[src/rtl/spi_mem_if.sv]
// Request/response and SPI pin bundle between the CPU side and the SPI memory controller.
interface spi_mem_if #(
  parameter int address_size = 18
);
  logic                    start_request;
  logic                    is_write;
  logic [address_size-1:0] target_address;
  logic [2:0]              num_bytes;
  logic [31:0]             write_value;
  logic [31:0]             fetched_value;
  logic                    request_done;
  logic                    sclk;
  logic                    mosi;
  logic                    cs1;
  logic                    cs2;
  logic                    miso;

  // Requester plus memory-device side: issues requests and supplies miso.
  modport master (
    output start_request, is_write, target_address, num_bytes, write_value, miso,
    input  fetched_value, request_done, sclk, mosi, cs1, cs2
  );

  // Controller side: serves requests and drives the SPI pins.
  modport slave (
    input  start_request, is_write, target_address, num_bytes, write_value, miso,
    output fetched_value, request_done, sclk, mosi, cs1, cs2
  );
endinterface

[src/rtl/spi_mem_controller.sv]
// SPI mode-0 master serving single CPU memory requests. It issues READ (0x03) or
// WRITE (0x02), a 24-bit address and 1..4 data bytes to flash (cs1) or RAM (cs2).
module spi_mem_controller #(
  parameter int address_size = 18
) (
  input logic     clk,
  input logic     rst,
  spi_mem_if.slave bus
);

  typedef enum logic [2:0] {IDLE, CMD, ADDR, DATA, STOP, DONE} state_t;

  state_t      state_reg, state_next;
  logic        phase_reg, phase_next;        // 0 = sclk low half, 1 = sclk high half
  logic [5:0]  bit_cnt_reg, bit_cnt_next;    // bit index within the current field
  logic [63:0] tx_reg, tx_next;              // outgoing bits, current bit at [63]
  logic        wr_reg, wr_next;
  logic [2:0]  n_reg, n_next;
  logic        sclk_reg, sclk_next;
  logic        mosi_reg, mosi_next;
  logic        cs1_reg, cs1_next;
  logic        cs2_reg, cs2_next;
  logic        done_reg, done_next;
  logic [31:0] fetched_reg, fetched_next;

  logic [2:0]  n_in;
  logic [23:0] addr24;
  logic [31:0] data_stream;
  logic [63:0] tx_load;
  logic [5:0]  last_bit;
  logic        sel_ram;

  assign bus.sclk          = sclk_reg;
  assign bus.mosi          = mosi_reg;
  assign bus.cs1           = cs1_reg;
  assign bus.cs2           = cs2_reg;
  assign bus.request_done  = done_reg;
  assign bus.fetched_value = fetched_reg;

  // Request decoding: clamp byte count, split chip select from address, order store bytes.
  always_comb begin
    n_in    = (bus.num_bytes > 3'd4) ? 3'd4 : bus.num_bytes;
    sel_ram = bus.target_address[address_size-1];
    addr24  = 24'(bus.target_address[address_size-2:0]);
    data_stream = 32'h0;
    for (int i = 0; i < 4; i++) begin
      data_stream[31-8*i -: 8] = bus.write_value[8*i +: 8];
    end
    tx_load = {(bus.is_write ? 8'h02 : 8'h03), addr24,
               (bus.is_write ? data_stream : 32'h0)};
  end

  // Index of the final bit in the field being shifted.
  always_comb begin
    last_bit = 6'd0;
    case (state_reg)
      CMD:     last_bit = 6'd7;
      ADDR:    last_bit = 6'd23;
      DATA:    last_bit = {n_reg, 3'b000} - 6'd1;
      default: last_bit = 6'd0;
    endcase
  end

  // Next-state and registered-output logic for the transaction sequencer.
  always_comb begin
    state_next   = state_reg;
    phase_next   = phase_reg;
    bit_cnt_next = bit_cnt_reg;
    tx_next      = tx_reg;
    wr_next      = wr_reg;
    n_next       = n_reg;
    sclk_next    = sclk_reg;
    mosi_next    = mosi_reg;
    cs1_next     = cs1_reg;
    cs2_next     = cs2_reg;
    done_next    = done_reg;
    fetched_next = fetched_reg;

    case (state_reg)
      IDLE: begin
        if (bus.start_request && !done_reg) begin
          wr_next      = bus.is_write;
          n_next       = n_in;
          fetched_next = 32'h0;
          if (n_in == 3'd0) begin
            // Nothing to move: complete without touching the bus.
            state_next = DONE;
            done_next  = 1'b1;
          end else begin
            state_next   = CMD;
            phase_next   = 1'b0;
            bit_cnt_next = 6'd0;
            tx_next      = tx_load;
            mosi_next    = tx_load[63];
            sclk_next    = 1'b0;
            cs1_next     = sel_ram;
            cs2_next     = ~sel_ram;
          end
        end
      end

      CMD, ADDR, DATA: begin
        if (!phase_reg) begin
          sclk_next  = 1'b1;
          phase_next = 1'b1;
        end else begin
          // End of the high half: slave data is valid, advance to the next bit.
          sclk_next  = 1'b0;
          phase_next = 1'b0;
          tx_next    = {tx_reg[62:0], 1'b0};
          mosi_next  = tx_reg[62];
          if (state_reg == DATA && !wr_reg) begin
            fetched_next = {fetched_reg[30:0], bus.miso};
          end
          if (bit_cnt_reg == last_bit) begin
            bit_cnt_next = 6'd0;
            case (state_reg)
              CMD:  state_next = ADDR;
              ADDR: state_next = DATA;
              default: begin
                state_next = STOP;
                cs1_next   = 1'b1;
                cs2_next   = 1'b1;
                mosi_next  = 1'b0;
              end
            endcase
          end else begin
            bit_cnt_next = bit_cnt_reg + 6'd1;
          end
        end
      end

      STOP: begin
        state_next = DONE;
        done_next  = 1'b1;
      end

      DONE: begin
        if (!bus.start_request) begin
          state_next = IDLE;
          done_next  = 1'b0;
        end
      end

      default: state_next = IDLE;
    endcase
  end

  // State and output registers with synchronous reset.
  always_ff @(posedge clk) begin
    if (rst) begin
      state_reg   <= IDLE;
      phase_reg   <= 1'b0;
      bit_cnt_reg <= 6'd0;
      tx_reg      <= 64'h0;
      wr_reg      <= 1'b0;
      n_reg       <= 3'd0;
      sclk_reg    <= 1'b0;
      mosi_reg    <= 1'b0;
      cs1_reg     <= 1'b1;
      cs2_reg     <= 1'b1;
      done_reg    <= 1'b0;
      fetched_reg <= 32'h0;
    end else begin
      state_reg   <= state_next;
      phase_reg   <= phase_next;
      bit_cnt_reg <= bit_cnt_next;
      tx_reg      <= tx_next;
      wr_reg      <= wr_next;
      n_reg       <= n_next;
      sclk_reg    <= sclk_next;
      mosi_reg    <= mosi_next;
      cs1_reg     <= cs1_next;
      cs2_reg     <= cs2_next;
      done_reg    <= done_next;
      fetched_reg <= fetched_next;
    end
  end

endmodule

[src/flat_wrapper.sv]
// flat-port wrapper written by rule: the top's interface ports become plain ports
module spi_mem_controller_flat 
#(
  parameter int address_size = 18
)
  (clk, rst, bus_start_request, bus_is_write, bus_target_address, bus_num_bytes, bus_write_value, bus_miso, bus_fetched_value, bus_request_done, bus_sclk, bus_mosi, bus_cs1, bus_cs2);
  spi_mem_if #(.address_size(address_size)) bus_i ();
  input logic clk;
  input logic rst;
  input wire logic [$bits(bus_i.start_request)-1:0] bus_start_request;
  input wire logic [$bits(bus_i.is_write)-1:0] bus_is_write;
  input wire logic [$bits(bus_i.target_address)-1:0] bus_target_address;
  input wire logic [$bits(bus_i.num_bytes)-1:0] bus_num_bytes;
  input wire logic [$bits(bus_i.write_value)-1:0] bus_write_value;
  input wire logic [$bits(bus_i.miso)-1:0] bus_miso;
  output wire logic [$bits(bus_i.fetched_value)-1:0] bus_fetched_value;
  output wire logic [$bits(bus_i.request_done)-1:0] bus_request_done;
  output wire logic [$bits(bus_i.sclk)-1:0] bus_sclk;
  output wire logic [$bits(bus_i.mosi)-1:0] bus_mosi;
  output wire logic [$bits(bus_i.cs1)-1:0] bus_cs1;
  output wire logic [$bits(bus_i.cs2)-1:0] bus_cs2;
  assign bus_i.start_request = bus_start_request;
  assign bus_i.is_write = bus_is_write;
  assign bus_i.target_address = bus_target_address;
  assign bus_i.num_bytes = bus_num_bytes;
  assign bus_i.write_value = bus_write_value;
  assign bus_i.miso = bus_miso;
  assign bus_fetched_value = bus_i.fetched_value;
  assign bus_request_done = bus_i.request_done;
  assign bus_sclk = bus_i.sclk;
  assign bus_mosi = bus_i.mosi;
  assign bus_cs1 = bus_i.cs1;
  assign bus_cs2 = bus_i.cs2;
  spi_mem_controller #(.address_size(address_size)) u_core (.clk(clk), .rst(rst), .bus(bus_i));
endmodule
[config.mk]
export PLATFORM = sky130hd
export DESIGN_NAME = spi_mem_controller_flat
export DESIGN_NICKNAME = d
export VERILOG_FILES = /design/src/rtl/spi_mem_if.sv /design/src/rtl/spi_mem_controller.sv /design/src/flat_wrapper.sv
export SDC_FILE = /design/constraint.sdc
export NUM_CORES = 1
export LEC_CHECK = 0
export CORE_UTILIZATION = 30
export CTS_CLUSTER_DIAMETER = 40
export DETAILED_ROUTE_END_ITERATION = 10
export GPL_ROUTABILITY_DRIVEN = 0
export SLEW_MARGIN = 20
export SYNTH_ARGS = -nofsm -noshare
export SYNTH_HDL_FRONTEND = slang
export SYNTH_SLANG_ARGS = --single-unit
[constraint.sdc]
create_clock -name clk -period 2.1 [get_ports clk]
set_input_delay 0.21 -clock clk [delete_from_list [all_inputs] [get_ports clk]]
set_output_delay 0.21 -clock clk [all_outputs]
set_load 0.005 [all_outputs]
* After elaboration in Yosys (flattened, before gate mapping) *
Index checks and enable logic that the tools add are counted.

storage, ports and cells
  flip-flop bits (word level) = 113
  bits of input ports = 58
  output and inout port bits = 37
  logic and storage cells = 93

operators by class
  add/sub/neg operators = 2
  magnitude comparators = 1
  equality and inequality tests = 14
  muxes and demuxes = 47
  bitwise logic cells = 1
  reductions and logical operators = 17

operator list
  operator                                                                 count
  63-bit 2-to-1 mux                                                        3
  32-bit 2-to-1 mux                                                        4
  63-bit case mux with 2 select lines                                      1
  32-bit case mux with 2 select lines                                      1
  6-bit 2-to-1 mux                                                         4
  1-bit 2-to-1 mux                                                         19
  3-bit 2-to-1 mux                                                         6
  6-bit case mux with 3 select lines                                       1
  4-bit AND reduction                                                      4
  3-bit case mux with 4 select lines                                       1
  6-bit case mux with 2 select lines                                       1
  2-bit by 1-bit inequality test with 1-bit output, second input constant  5
  1-bit case mux with 2 select lines                                       4
  6-bit by 1-bit adder with 6-bit output, second input constant            1
  3-bit by 2-bit == test with 1-bit output, second input constant          2
  3-bit == test, second input constant                                     2
  6-bit == test                                                            1
  3-bit zero test                                                          2
  2-bit inequality test, second input constant                             3
  3-bit case mux with 2 select lines                                       1
  6-bit AND reduction                                                      1
  6-bit by 1-bit subtractor with 6-bit output, second input constant       1
  3-bit by 1-bit == test with 1-bit output, second input constant          1
  3-bit greater-than comparator, second input constant                     1
  other kinds (10)                                                         12

* Depth between registers and ports, before layout *
  word-level depth = 6
  mapped depth = 8
  gate-level depth less buffers = 7

* Worst setup path after synthesis *
Ideal clock, no wire load.

  path kind = reg2reg
  from = reg u_core.n_reg[0]
  to = reg u_core.state_reg[2]
  arrival time = 1.759 ns
  required time = 1.984 ns
  path slack = 0.226 ns
  cell stages (with the launch flop) = 8
  buffers on the path = 0
  clock period less this slack = 1.874 ns
  cells stage by stage = dfxtp_1 -> inv_1 -> ha_1 -> xnor2_1 -> or4_1 -> o2111ai_1 -> o21ai_0 -> and3_1

on the way
  longest elaborated chain between the ends = 5

RTL lines
  element                                                     RTL line                   source
  from (decl)                                                 spi_mem_controller.sv:18   logic [2:0] n_reg, n_next;
  from (signal assigned)                                      spi_mem_controller.sv:170  n_reg <= n_next;
  6-bit by 1-bit subtractor with 6-bit output                 spi_mem_controller.sv:59   DATA: last_bit = {n_reg, 3'b000} - 6'd1;
  6-bit case mux with 3 select lines                          spi_mem_controller.sv:56   case (state_reg)
  6-bit == test                                               spi_mem_controller.sv:115  if (bit_cnt_reg == last_bit) begin
  2-bit by 1-bit inequality test with 1-bit output (no line)  -
  4-bit AND reduction (no line)                               -
  to (signal assigned)                                        spi_mem_controller.sv:165  state_reg <= state_next;
  to (decl)                                                   spi_mem_controller.sv:13   state_t state_reg, state_next;

No other way between the ends.
A chain may end at the register's enable or synchronous reset.

* Worst setup path in the final report *
Ends and elaborated chain as after synthesis.

==> summary.txt <==
Synth
  • Synth Flop Type: dfxtp_1
  • FF+latch count, synth: 113
  • Asr flop ratio synth: 0%
  • Post-synth EDFFs: 0
  • Sequential-to-total area share from yosys stat: 46.2%
  • Syn avg cell area: 8.04 um^2
  • Area leader, netlist: dfxtp_1
  • Synth cell types: 48
  • Syn nets: 669
  • Syn Inst Count: 609
  • Top post-synthesis cells by area: dfxtp_1, a311oi_1, nand2_1
  • Mapped cell area: 0.00490 mm^2
  • YS warnings: 0
  • Yosys top cell area share: a little under half

GRT
  • Initial antenna violation count: 0
  • Largest net degree at the start of global routing: 78
  • Aggregate global routing overflow: 0
  • First-pass GRT wire length: 21.6 mm
  • All-Layer GR Usage: ~16%
  • Vias in the first global route: 4,466

Placed design
  • IO Port Bufs: 94
  • Hpwl dp: 8.73 mm
  • Setup Slack @ Placement: -0.152 ns

Setup path
  • Arrival time worst endpoint: between 2 and 2.5 ns
  • Worst setup SP type: flip-flop
  • Critical Path End Type: flip-flop
  • CP max FO: 5
  • Worst setup path category: reg -> reg
  • Data required, critical path: roughly 2.4 ns

Flow run
  • Max cap viols: 0

Timing
  • Min Hold Slack: between 0.2 and 0.3 ns
  • # setup viols final: 0
  • Skew final: 0.0106 ns
  • Final hold violation count: 0
  • Fin. max-slew vios: 0
  • RSZ-0062 raised after global routing: false
  • Highest clock rate: about 500 MHz
  • Worst slew margin: 63.2%
  • Minimum clock period: 1.99 ns
  • Least-Margin Pin Slew: 0.551 ns
  • Setup WS post-layout: 0.108 ns
  • Fin crit share: 94.8%

Routing
  • Starting DRC count in detailed routing: about 280
  • WL/cell: 14.4 um
  • DRC viols: 0
  • Final WL: 13.3 mm
  • Vias: roughly 4,800
  • Antenna viol nets, final: 0
  • 1st-pass router iterations: 4
  • DR vias/cell: 5.16

Die
  • Initial Util: 30.8%
  • Cell Rows: 46
  • Die Area: around 0.017 mm^2
  • DIE HEIGHT: 130 um
  • IO Pins: 95
  • Die width: 130 um
  • Core ar.: 0.0159 mm^2

Clock network
  • H-tree depth: 4
  • CTS sink cnt: roughly 110
  • TritonCTS clock tree: done
  • Clock root cell: clkbuf_16
  • CTS max path bufs: 2
  • TritonCTS Buffers: 17
  • Worst-Skew Late Latency: 0.41 ns
  • Clk slew on worst S/H paths: 0.05 ns

Final layout
  • Most frequent cells in the layout: nand2_1, dfxtp_1, clkdlybuf4s50_1
  • Layout area overhead: 39.9%
  • # fillers: 1,571
  • Final antenna diode count: 0
  • Finished Core Util: between 40 and 50%
  • Max FFs per register: 63
  • Commonest non-fill, non-tap cell in the layout: nand2_1
  • Layout cells sized above 1: 10.9%
  • Final Net Count: 754

Power
  • Max IR drop VDD: roughly 0.6 mV
  • Cell Pwr Density: 1280 mW/mm^2
  • Leak: roughly 2.4 nW

Min path
  • HP Class: in -> reg

Outcome
  • Run status: complete, no violations
[routing by layer]
layer	GRT usage [%]	wire length, um	up-vias
met3	5.49	727	8
met1	20.0	5800	2278
met5	0	0	-
met4	5.54	109	0
li1	-	-	2370
met2	26.6	6620	109
[synth_stat cells, types with 2 or more instances]
master	n
o31ai_1	2
dfxtp_1	113
nor2_1	59
nor4_1	6
and3_1	4
a311oi_1	49
buf_2	19
nand3_1	67
ha_1	2
a21oi_2	2
clkbuf_1	37
nand2_1	113
xnor2_1	2
a21oi_1	52
o2111ai_1	6
o211ai_1	2
nor3_1	4
nand4_1	3
o21ai_0	12
nand2b_1	3
buf_1	2
a31oi_1	3
nand3b_1	2
inv_1	8
or3_1	2
o32ai_1	2
a22o_1	12
[stage by stage]
step / setup TNS (ns) / area [um^2] / total power, mW / cells
floorplan: 0 / 4900 / 4.78 / 609
global placement: -0.561 / 6210 / 5.77 / 889
detailed placement: -1.60 / 6210 / 5.88 / 889
CTS: 0 / 6840 / 8.84 / 923
global route: 0 / 6860 / 9.32 / 923
finish: 0 / 6860 / 8.75 / 923
[repair_timing]
item                       in CTS  in global routing
hold buffers                    0                  0
resized for setup               2                  6
gates cloned                    1                  0
buffers inserted                1                  0
setup endpoints to repair       1                 21
pin swaps                       0                  1
[final timing paths]
check,startpoint,endpoint,slack (ns),depth (start not counted)
hold reg to reg,u_core.tx_reg[0],u_core.tx_reg[0],0.45,2
setup reg to reg,u_core.n_reg[0],u_core.state_reg[2],0.11,8
hold / removal,rst,u_core.tx_reg[56],0.28,2
setup / recovery,u_core.n_reg[0],u_core.state_reg[2],0.11,8
[layout make-up]
cell class | instances | area [um^2] | share of cell area (%)
clock buffers | 19 | 443 | 6.46
repair buffers | 126 | 1310 | 19.0
flip-flops and latches | 113 | 2260 | 33.0
well taps | 216 | 270 | 3.94
multi-input cells | 428 | 2380 | 34.7
inverters | 8 | 30.0 | 0.438
clock inverters | 13 | 161 | 2.35
[critical path, cell delays in order (launching register included)]
cell,delay [ns]
dfxtp_2,0.35
inv_1,0.05
ha_1,0.20
xnor2_1,0.17
or4_4,0.51
o2111ai_2,0.12
buf_6,0.15
o21ai_0,0.12
and3_1,0.21
[kinds of logic (layout without fill, tap and decap cells)]
kind of cell | Yosys count | in the layout | share of synthesized area [%]
AO/OA/AOI/OAI | 153 | 153 | 22.4
flip-flops | 113 | 113 | 46.2
adder cells (fa/ha/maj) | 2 | 2 | 0.511
buffers and inverters | 68 | 166 | 5.93
AND/OR/NAND/NOR | 271 | 271 | 24.7
XOR/XNOR | 2 | 2 | 0.358
[power breakdown]
part | switching, mW | internal, mW
clock network | 1.01 | 1.89
registers | 0.249 | 2.59
logic | 1.78 | 1.23
No activity file was read; power rests on OpenSTA's default activity.
==> edit 1 (same settings) <==
Reset style: asynchronous (`rst`), changed in one clocked block. Comments in the files are not updated.
--- a/src/rtl/spi_mem_controller.sv
+++ b/src/rtl/spi_mem_controller.sv
@@ -147,7 +147,7 @@
   end
 
   // State and output registers with synchronous reset.
-  always_ff @(posedge clk) begin
+  always_ff @(posedge clk or posedge rst) begin
     if (rst) begin
       state_reg   <= IDLE;
       phase_reg   <= 1'b0;
Check against the original RTL: differs if rst is asserted again (counterexample within 4 cycles, from zero or initial values and one cycle with rst high); with rst held inactive, the same outputs for 10 cycles.
==> edit 1 against the unedited design <==
  * Sequential share of layout area rose by 6.4 points
  * Setup slack got worse by 18 ps
  * Utilization down 0.33 points
  * Final cell count fell by 5.6%
  * First-iteration DRC count is 13% lower
  * Final area up 4.7%
  * Total power is 20% higher
  * Sequential power up 30%
  * Wire length fell by 7.2%
  * Critical path type unchanged
  * Synthesized area increased by 6.3%
  * Sequential cell count unchanged
==> edit 1: results <==
{
  "grt_use_total_pct": 14.6,
  "synth.cells.most_frequent": "dfrtp_1 (111), nand2_1 (93), nor2_1 (75), a31oi_1 (49), nand3_1 (33)",
  "tightestPinTransition_ps": 617,
  "worst_r2r_endpoint": "u_core.bit_cnt_reg[3]$_DFFE_PP0P_",
  "status": "finished, final reports clean",
  "grt_max_degree": 114,
  "leakage_nw": 3.07,
  "cts_setup_buffers": 0,
  "synth-xor-area-share_pct": 0.505,
  "pre_cts_ws_ps": 15.3,
  "layout_worst_path_cycle_share_pct": 95.7,
  "whs_ps": 312,
  "drive_gt1_share_pct": 12.9,
  "placedInstanceArea_um2": 6490,
  "hpwl_um": 8010,
  "via_per_inst": 4.91,
  "grt_pass1_wl_um": 20600,
  "netlist_instances": 542,
  "drt_iter0_drc": 248,
  "synthArstFlopShare_pct": 100,
  "ir_drop_mv": 0.711,
  "syn_nets": 602,
  "synthAdderAreaFrac_pct": 0.481,
  "cts.repair.resized": 0,
  "ys_types": 51,
  "rrSetupSlack_ps": 90,
  "arrival_ps": 2360,
  "clock_skew_ps": 8.06
}
==> edit 1: cell types whose count changed in the layout (fill, tap and decap cells not counted), sizes merged, moves of 19 or more <==
cell    unedited run  this run
a21oi             54         7
a311oi            49         0
a31oi              3        49
dfrtp              0       111
dfxtp            113         0
mux2               0        19
nand2            113        93
nand3             67        33
==> edit 1: critical path: stages, from the launching register on <==
cell and delay [ps]:
dfrtp_1 510, nand3b_1 250, or3_1 360, o2111a_1 200, a21oi_2 390, a32o_1 240
==> edit 1: worst max path at each step <==
stage	endpoint	cells past startpoint
after floorplan	u_core.bus.fetched_value[1]$_DFFE_PP0P_	6
after global placement	u_core.bus.fetched_value[9]$_DFFE_PP0P_	7
after detailed placement	u_core.bus.fetched_value[17]$_DFFE_PP0P_	7
after CTS	u_core.bus.fetched_value[17]$_DFFE_PP0P_	6
after global routing	u_core.bus.fetched_value[27]$_DFFE_PP0P_	6
final	u_core.bit_cnt_reg[3]$_DFFE_PP0P_	5
==> edit 1: cells by family after synthesis <==
family,Yosys count
AO/OA/AOI/OAI,98
XOR/XNOR,3
adder cells (fa/ha/maj),2
buffers and inverters,63
flip-flops,113
multiplexers,35
AND/OR/NAND/NOR,228
==> edit 1: report_power, final <==
group | total, mW | internal [mW] | switching [mW]
clock network | 3.25 | 2.25 | 0.994
logic | 3.56 | 1.83 | 1.73
registers | 3.68 | 3.12 | 0.563
==> edit 1: routing by layer <==
layer / vias up / global-route usage (%) / share of wire, %
li1: 2056 / - / -
met4: 0 / 6.44 / 1.7
met2: 88 / 25.2 / 51
met5: - / 0 / 0
met3: 20 / 3.58 / 3.3
met1: 2114 / 17.1 / 44
==> edit 1: cell type report <==
class	instances	area, µm²
clock buffer	22	494
clock inverter	10	178
fill	1603	9580
inverter	24	93.8
multi-input combinational	366	2120
sequential	113	2830
tap	220	275
timing repair buffer	116	1180
==> edit 2 (same flow settings) <==
Without the edit above. `address_size` is set to 18 in 3 places; all go to 36.
--- a/src/rtl/spi_mem_if.sv
+++ b/src/rtl/spi_mem_if.sv
@@ -1,6 +1,6 @@
 // Request/response and SPI pin bundle between the CPU side and the SPI memory controller.
 interface spi_mem_if #(
-  parameter int address_size = 18
+  parameter int address_size = 36
 );
   logic                    start_request;
   logic                    is_write;
--- a/src/rtl/spi_mem_controller.sv
+++ b/src/rtl/spi_mem_controller.sv
@@ -1,7 +1,7 @@
 // SPI mode-0 master serving single CPU memory requests. It issues READ (0x03) or
 // WRITE (0x02), a 24-bit address and 1..4 data bytes to flash (cs1) or RAM (cs2).
 module spi_mem_controller #(
-  parameter int address_size = 18
+  parameter int address_size = 36
 ) (
   input logic     clk,
   input logic     rst,
--- a/src/flat_wrapper.sv
+++ b/src/flat_wrapper.sv
@@ -1,7 +1,7 @@
 // flat-port wrapper written by rule: the top's interface ports become plain ports
 module spi_mem_controller_flat 
 #(
-  parameter int address_size = 18
+  parameter int address_size = 36
 )
   (clk, rst, bus_start_request, bus_is_write, bus_target_address, bus_num_bytes, bus_write_value, bus_miso, bus_fetched_value, bus_request_done, bus_sclk, bus_mosi, bus_cs1, bus_cs2);
   spi_mem_if #(.address_size(address_size)) bus_i ();
Interface: changed (resized bus_target_address); port bits go from 95 to 113. The function was not compared with the original's and may differ.
==> edit 2 against the unedited design <==
  * Total power shrank 0.75%
  * Final area barely moved
  * Utilization down 0.49 points
  * Synthesized area increased by 1.7%
  * Wire length increased by 1.1%
  * Maximum frequency fell by 0.14%
  * Non-clock buffer count increased by 3
  * Sequential share of layout area is essentially flat
  * Sequential cell count unchanged
  * Global-route usage decreased by 0.28 points
  * Setup slack worse by 2.8 ps
  * Largest cell class unchanged
  * Highest routed layer unchanged
==> edit 2: results <==
{
  "pre_cts_ws_ps": -184,
  "cts_setup_buffers": 0,
  "ys_types": 50,
  "vias": 4877,
  "yosysSeqAreaShare_pct": 45.4,
  "powerClk_mw": 2.57,
  "leakage_nw": 2.35,
  "nets": 800,
  "ir_drop_mv": 0.766,
  "synth.cells.most_frequent": "nand2_1 (136), dfxtp_1 (113), nand3_1 (74), nor2_1 (65), a311oi_1 (56)",
  "ys_top_cells_by_area": "dfxtp_1 (45%), nand2_1 (10%), a311oi_1 (9.8%)",
  "dp_cells": 919,
  "p_int_mw": 5.57,
  "status": "finished, final reports clean",
  "syn_nets": 714,
  "first_pass_iters": 5,
  "max_stage_delay_ps": 360,
  "port_buffers": 101,
  "placedInstanceArea_um2": 6300,
  "clock_skew_ps": 7.94,
  "critPathTopFamily": "compound AO/OA/AOI/OAI gates",
  "netlist_instances": 636,
  "stdcell_count": 950,
  "power-per-cell-area_nw_per_um2": 1270,
  "grt_max_degree": 67,
  "crit_slowest_cell": "dfxtp_1"
}
[edit 2: area by class of cell]
| class | instances | area, µm² | share of cell area (%) |
|---|---|---|---|
| clock buffer | 25 | 505 | 7.38 |
| clock inverter | 6 | 30.0 | 0.438 |
| inverter | 5 | 18.8 | 0.274 |
| multi-input combinational | 456 | 2460 | 35.9 |
| sequential | 113 | 2260 | 33.0 |
| tap | 216 | 270 | 3.94 |
| timing repair buffer | 129 | 1310 | 19.1 |
[edit 2: worst register-to-register path, delay by kind of cell, from the launching register on]
kind / cells / cell delay (ps)
fa+ha+maj: 1 / 290
buf+inv: 2 / 240
compound gates: 4 / 920
flops: 1 / 360
simple gates: 1 / 60
[edit 2: logic make-up after synthesis]
logic type      Yosys count  synth area share, %
buf+inv                  67                 5.98
compound gates          137                 19.6
mux                       1                0.226
simple gates            314                 27.9
xor+xnor                  2                0.352
fa+ha+maj                 2                0.502
flops                   113                 45.4
[edit 2: path summary, 6_finish.rpt]
path              depth (start not counted)  slack [ps]                                 end                      startpoint
setup / recovery                          8         110  u_core.bit_cnt_reg[0]$_SDFFE_PP0P_    u_core.n_reg[0]$_SDFFE_PP0P_
hold / removal                            2         270  u_core.bit_cnt_reg[1]$_SDFFE_PP0P_                             rst
setup reg to reg                          8         110  u_core.bit_cnt_reg[0]$_SDFFE_PP0P_    u_core.n_reg[0]$_SDFFE_PP0P_
hold reg to reg                           2         450      u_core.tx_reg[60]$_SDFFE_PP0P_  u_core.tx_reg[60]$_SDFFE_PP0P_
[edit 2: timing repair]
| item | CTS | global route |
|---|---|---|
| resized for setup | 1 | 2 |
| hold buffers | 0 | 0 |
| endpoints found under the setup margin | 4 | 8 |
[edit 2: per-layer routing]
metal  up-vias  share of wire (%)
li1       2436                  -
met1      2302                 46
met2       130                 46
met3         9                7.4
met4         0               0.61
met5         -                  0
